[src/rtl/uart_tx_arbiter.sv]
// Round-robin arbiter that shares one UART transmitter among NUM_REQ byte producers.
// Accepts one byte per transfer, pulses start, then tracks the transmitter busy flag to completion or timeout.
module uart_tx_arbiter #(
    parameter int  NUM_REQ      = 4,
    parameter int  BUSY_TIMEOUT = 4,
    localparam int IDW          = $clog2(NUM_REQ)
) (
    input  logic                 clk,
    input  logic                 rst,
    input  logic [NUM_REQ-1:0]   req_valid,
    input  logic [8*NUM_REQ-1:0] req_data,
    output logic [NUM_REQ-1:0]   req_ready,
    output logic                 uart_start,
    output logic [7:0]           uart_data,
    input  logic                 uart_busy,
    output logic [IDW-1:0]       grant_id,
    output logic                 active,
    output logic                 done,
    output logic                 timeout_err,
    output logic [15:0]          bytes_sent
);

    typedef enum logic [1:0] {
        S_IDLE,
        S_START,
        S_WAIT_BUSY,
        S_WAIT_DONE
    } state_t;

    state_t         state;
    state_t         state_d;
    logic [IDW-1:0] last_grant;
    logic [3:0]     tmo_cnt;

    logic           pick_valid;
    logic [IDW-1:0] pick_idx;
    logic [IDW-1:0] cand;
    logic [7:0]     pick_byte;
    logic           accept;
    logic           byte_done;
    logic           tmo_fire;

    // Search upward from the requester after the last winner, wrapping modulo NUM_REQ.
    // NOTE: every variable written here gets a default before the loop so no latch is inferred.
    always_comb begin
        pick_valid = 1'b0;
        pick_idx   = '0;
        cand       = '0;
        for (int off = 1; off <= NUM_REQ; off++) begin
            cand = IDW'((int'(last_grant) + off) % NUM_REQ);
            if (!pick_valid && req_valid[cand]) begin
                pick_valid = 1'b1;
                pick_idx   = cand;
            end
        end
    end

    assign pick_byte = req_data[{pick_idx, 3'b000} +: 8];

    // Acceptance needs an idle transmitter; reset masks the strobe so nothing transfers while held.
    assign accept    = (state == S_IDLE) && !uart_busy && pick_valid && !rst;
    assign req_ready = accept ? (NUM_REQ'(1) << pick_idx) : '0;
    assign active    = (state != S_IDLE);

    always_comb begin
        state_d   = state;
        byte_done = 1'b0;
        tmo_fire  = 1'b0;
        case (state)
            S_IDLE: begin
                if (accept) begin
                    state_d = S_START;
                end
            end
            S_START: begin
                state_d = S_WAIT_BUSY;
            end
            S_WAIT_BUSY: begin
                if (uart_busy) begin
                    state_d = S_WAIT_DONE;
                end else if (tmo_cnt == 4'(BUSY_TIMEOUT - 1)) begin
                    tmo_fire = 1'b1;
                    state_d  = S_IDLE;
                end
            end
            S_WAIT_DONE: begin
                if (!uart_busy) begin
                    byte_done = 1'b1;
                    state_d   = S_IDLE;
                end
            end
            default: begin
                state_d = S_IDLE;
            end
        endcase
    end

    // NOTE: state registers use non-blocking assignments so every flop samples pre-edge values.
    always_ff @(posedge clk or posedge rst) begin
        if (rst) begin
            state       <= S_IDLE;
            last_grant  <= IDW'(NUM_REQ - 1);
            grant_id    <= '0;
            uart_data   <= 8'h00;
            uart_start  <= 1'b0;
            tmo_cnt     <= 4'd0;
            done        <= 1'b0;
            timeout_err <= 1'b0;
            bytes_sent  <= 16'd0;
        end else begin
            state       <= state_d;
            uart_start  <= accept;
            done        <= byte_done;
            timeout_err <= tmo_fire;
            if (accept) begin
                uart_data  <= pick_byte;
                grant_id   <= pick_idx;
                last_grant <= pick_idx;
            end
            // Counts consecutive WAIT_BUSY cycles with the transmitter still idle.
            if (state == S_WAIT_BUSY && !uart_busy) begin
                tmo_cnt <= tmo_cnt + 4'd1;
            end else begin
                tmo_cnt <= 4'd0;
            end
            if (byte_done) begin
                bytes_sent <= bytes_sent + 16'd1;
            end
        end
    end

endmodule

[config.mk]
export PLATFORM = sky130hd
export DESIGN_NAME = uart_tx_arbiter
export DESIGN_NICKNAME = d
export VERILOG_FILES = /design/src/rtl/uart_tx_arbiter.sv
export SDC_FILE = /design/constraint.sdc
export NUM_CORES = 1
export LEC_CHECK = 0
export CAP_MARGIN = 20
export CORE_UTILIZATION = 30
export DETAILED_ROUTE_END_ITERATION = 16
export PLACE_DENSITY = 0.7
export SLEW_MARGIN = 5
export SYNTH_ARGS = -nofsm -noshare
export SYNTH_HDL_FRONTEND = slang
export SYNTH_SLANG_ARGS = --single-unit
[constraint.sdc]
create_clock -name clk -period 2.21 [get_ports clk]
set_clock_uncertainty 0.2 [all_clocks]
set_input_delay 0.221 -clock clk [delete_from_list [all_inputs] [get_ports clk]]
set_output_delay 0.221 -clock clk [all_outputs]
set_load 0.005 [all_outputs]
After elaboration in Yosys (flattened, before gate mapping) --
Cells that the tools add are included. Widths: inputs -> output; s select.
Storage, ports and cells: bits in registers 37, input bits 39, word-level logic and storage cells 71
Operators by class: $add $sub $neg 6, magnitude comparators 4, equality and inequality tests 7, shift-type cells 2, multiplexer cells 28, reduce and logical (&&, ||, !) cells 15
Operators by type and width (number):
- $shiftx 32x6->8 | 1
- $add 16x1->16 const B | 1
- $mux 2 | 8
- $mux 1 | 13
- $lt 2x3->1 const B | 4
- $bmux 1 s2 | 4
- $mux 4 | 2
- $pmux 2 s4 | 1
- $logic_and 1x1->1 | 7
- $logic_not 1->1 | 5
- $add 2x1->2 const B | 2
- $add 2x2->2 const B | 2
- $add 4x1->4 const B | 1
- $eq 2x2->1 const B | 2
- $eq 4x2->1 const B | 1
- $ne 2x2->1 const B | 2
- $shl 1x2->4 const A | 1
- $ne 3x3->1 const B | 1
- $reduce_and 3->1 | 1
- $eq 2x1->1 const B | 1
- $logic_not 2->1 | 1
- $reduce_bool 2->1 | 1

Logic depth before layout (Yosys ltp) --
depth in word-level cells 17, mapped depth 6, mapped depth without buffers 6

Least setup slack after synthesis --
No wires, ideal clock.
path kind register to register, start register last_grant[1], end register uart_data[5], setup time 138 ps, data arrival time 1452 ps, required time 1872 ps, path slack 420 ps, stages on the path, launching flop included 7, buffers on the path 1, cell sequence dfstp_2 -> inv_1 -> o31ai_1 -> a311o_2 -> buf_6 -> mux2i_1 -> o221ai_1
On the way: longest elaborated chain between the ends 15
RTL lines:
- from (decl) | line 32 | logic [IDW-1:0] last_grant;
- from (signal assigned) | line 102 | last_grant <= IDW'(NUM_REQ - 1);
- from (signal assigned) | line 118 | last_grant <= pick_idx;
- branches (longest 15 deep; another with $add 2x1->2)
- to (signal assigned) | line 116 | uart_data <= pick_byte;
- to (decl) | line 14 | output logic [7:0] uart_data,
Several ways; the timed one is not identified. The select of a mux whose other input is x is not followed. A chain may end at the register's enable or synchronous reset.

Final worst setup path --
start register last_grant[1], end output req_ready[1]
On the way: longest elaborated chain between the ends 16
RTL lines:
- $add 2x1->2 | line 50 | cand = IDW'((int'(last_grant) + off) % NUM_REQ);
- $bmux 1 s2 | line 51 | if (!pick_valid && req_valid[cand]) begin
- $mux 1 (implied by the code) | line 51
- $mux 1 | line 51
- $logic_not 1->1 | line 51
- $logic_and 1x1->1 | line 51
- $mux 1 | line 51
- $logic_not 1->1 | line 51
- $logic_and 1x1->1 | line 51
- $mux 1 | line 51
- $logic_not 1->1 | line 51
- $logic_and 1x1->1 | line 51
- $mux 1 | line 51
- $logic_and 1x1->1 (2 in a row) | line 61 | assign accept = (state == S_IDLE) && !uart_busy && pick_valid && !rst;
- $mux 4 (*) | line 62 | assign req_ready = accept ? (NUM_REQ'(1) << pick_idx) : '0;
- to (decl) | line 12 | output logic [NUM_REQ-1:0] req_ready,
Every way passes the cells marked *; elsewhere a longest branch is shown, timed or not. The select of a mux whose other input is x is not followed.

==> impl_metrics.csv <==
group,metric,value,unit
global_route,grt_pass1_vias,1534,
clock_network,cts_tree,"done",
route,wl,4340,um
hold_path,hp-class,"in -> async",
clock_network,insertion_delay,0.29,ns
route,ant_nets,0,
yosys,syn-num-nets,204,
timing,min_period,2.21,ns
worst_setup_path,startpoint_type,"flop",
route,vias_per_cell,4.67,
yosys,yosysUniqueCellTypes,35,
worst_setup_path,worstSetupPathType,"reg -> out",
clock_network,cts-buffers-inserted,5,
floorplanning,dieWidth,79.3,um
global_route,antenna_found_initial,0,
clock_network,cts.clk_slew.worst_paths,0.08,ns
yosys,yosysSeqAreaShare,51.7,%
floorplanning,placementRows,27,
timing,clock.fmax,452,MHz
yosys,synth_cells,163,
route,drc_errors,0,
placed_design,place_congestion,0.733,
timing,hold_viol_final,0,
timing,rsz0062_at_grt,"true",
timing,timing.setup.tns,-0.00209,ns
timing,period_share,100,%
yosys,synth_seq_cells,37,
finish,mostFrequentLayoutCell,"clkdlybuf4s50_1",
timing,max_slew_margin,69.7,%
yosys,avgSynthCellArea,11.0,um2
placed_design,dp_hpwl,3180,um
yosys,synthAdderAreaFrac,1.39,%
yosys,yosysWarningCount,0,
worst_setup_path,crit_chain,"buf_6 -> inv_1 -> o31ai_2 -> a311o_2 -> buf_6 -> and3_4 -> buf_6",
worst_setup_path,cp_common_cell,"buf_6",
route,wl_per_cell,13.2,um
floorplanning,pin_count,73,
clock_network,clock-root-buffer,"clkbuf_8",
floorplanning,dieArea,0.00629,mm2
job,cap_violations,0,
yosys,synthSimpleGateAreaFrac,16.5,%
timing,setup_violations,1,
worst_setup_path,slowest_stage,"dfstp_2",
finish,nFillCells,530,
floorplanning,die-height,79.3,um
timing,tightest_slew,0.455,ns
floorplanning,coreArea,0.00564,mm2
outcome,status,"finished, violations left",
clock_network,postCtsHoldBufs,0,
worst_setup_path,slowest_delay,0.58,ns
finish,layout-drive-gt1-share,18.8,%
pwr,p_leak,0.00128,uW
yosys,muxShareOfSynthArea,10.1,%
finish,fin_nets,296,
pwr,ir_drop,0.000360,V
global_route,grt_pass1_wl,7110,um
placed_design,placed_cells,317,
worst_setup_path,crit_required,1.79,ns
timing,setup_slack,-0.00209,ns
finish,n_antenna_cell,0,
timing,drv_slew,0,
finish,area_growth,60.2,%
route,drt_pass1_iterations,4,
global_route,grt_usage,14.7,%
clock_network,cts_max_level,2,
timing,holdWs,0.169,ns
placed_design,io_buffers,72,
global_route,grt_overflow_total,0,
clock_network,clock_path_buffers,2,
floorplanning,start_util,31.8,%
pwr,power_density,982,mW/mm2
outcome,violations,"negative setup slack",
worst_setup_path,cp.arrival,1.79,ns
yosys,synth_compound_area_share,8.51,%
yosys,synthesis.area,0.00179,mm2
worst_setup_path,worstSetupEndpointType,"output pin",
global_route,grt_max_degree,38,
worst_setup_path,path_buf_inv,4,
finish,final_cell_mix,"clkdlybuf4s50_1 (68), dfrtp_1 (35), nand2_1 (20), mux2i_1 (17)",
yosys,synth_top_family_by_area,"simple AND/OR/NAND/NOR gates",
route,drtIter0Drc,33,
worst_setup_path,cpLargestDelayFamily,"flip-flops",
route,vias,1532,
clock_network,cts_sinks,37,
yosys,synthXorXnorAreaFrac,8.30,%
worst_setup_path,cp_max_fo,4,
finish,final_cells,328,
## per-layer routing
metal | vias to the layer above | global-route usage [%] | wire, um
met1 | 722 | 17.5 | 1850
met4 | 0 | 7.09 | 96
met3 | 10 | 4.25 | 238
met5 | - | 0 | 0
met2 | 47 | 24.1 | 2160
li1 | 753 | - | -
## worst reg2reg max path, stage by stage, from the launching register on
cell	delay [ns]
dfstp_2	0.58
buf_6	0.11
inv_1	0.06
o31ai_2	0.18
a311o_2	0.19
buf_6	0.13
buf_12	0.16
mux2i_1	0.21
o221ai_1	0.15
## worst paths after layout
check,slack [ns],start,end,cells after the start
max in group asynchronous,1.29,rst,last_grant[0],3
worst min-delay path,0.17,rst,bytes_sent[3],3
worst max register to register,0.10,last_grant[1],uart_data[4],8
min in group clk,0.28,bytes_sent[15],bytes_sent[15],1
worst max-delay path,-0.002,last_grant[1],req_ready[1],7
worst min register to register,0.28,bytes_sent[15],bytes_sent[15],1
## metrics by stage
stage	setup WS, ns	power [uW]	utilization (%)	cell area, um2
floorplan	0.420	1510	-	1790
global placement	-0.221	2000	47.3	2670
global route	-0.0849	3000	50.9	2870
detailed placement	-0.248	2020	47.3	2670
finish	-0.00209	2820	50.9	2870
CTS	-0.0503	2820	50.7	2860
## cell type report
cell class	instances	area (um2)	share of cell area (%)
multi-input cells	117	843	29.3
inverters	5	20.0	0.697
flip-flops and latches	37	928	32.3
repair buffers	89	858	29.9
clock buffers	5	68.8	2.39
well taps	72	90.1	3.13
clock inverters	3	65.1	2.26
## logic make-up (layout without fill, tap and decap cells)
logic type	after synthesis	in the layout
AOI/OAI and AO/OA	19	19
muxes	18	18
xor gates and xnor gates	17	17
adders and majority gates	2	2
and+or+nand+nor	61	61
buffers and inverters	9	102
DFF	37	37
## timing repair
| item | in CTS | in global routing |
|---|---|---|
| setup endpoints to repair | 5 | 8 |
| pin swaps | 4 | 4 |
| buffers inserted | 3 | 0 |
| gates resized for setup | 29 | 3 |
## registers in the layout, summed over array words and instances (netlist names)
register / count
state: 2
timeout_err: 1
uart_start: 1
last_grant: 2
done: 1
tmo_cnt: 4
bytes_sent: 16
grant_id: 2
uart_data: 8
## power breakdown
| group | leakage, uW | switching [uW] | total [uW] | internal, uW |
|---|---|---|---|---|
| Clock | 0.0000681 | 246 | 695 | 448 |
| Combinational | 0.000733 | 433 | 1120 | 691 |
| Sequential | 0.000480 | 140 | 1000 | 864 |
| Total | 0.00128 | 819 | 2820 | 2000 |
## cells in the mapped netlist
master / count / share of area, %
buf_4: 1 / 0.42
o31ai_1: 1 / 0.42
nand3b_1: 1 / 0.42
dfrtp_1: 35 / 49
and4_1: 1 / 0.49
or2_1: 1 / 0.35
and3_1: 3 / 1.0
ha_1: 2 / 1.4
a21o_1: 2 / 0.84
nor3_2: 1 / 0.56
xor2_1: 4 / 2.0
a21bo_2: 1 / 0.56
and3b_1: 1 / 0.49
nand2_1: 21 / 4.4
nand3_1: 5 / 1.4
o21a_1: 1 / 0.42
nor2_1: 14 / 2.9
o22ai_1: 1 / 0.35
nand2b_1: 1 / 0.35
o221ai_1: 8 / 3.9
mux2_2: 1 / 0.63
nand2_2: 2 / 0.70
dfstp_2: 2 / 2.9
a21boi_0: 2 / 0.84
inv_1: 4 / 0.84
mux2i_1: 17 / 9.5
clkinv_2: 1 / 0.28
a21oi_1: 2 / 0.56
a311o_2: 1 / 0.63
buf_6: 3 / 1.9
or3b_2: 1 / 0.49
or2_2: 1 / 0.35
xnor2_1: 13 / 6.3
nor3_1: 3 / 0.84
nand4_1: 5 / 1.7
Power figures use the tool's default switching activity.
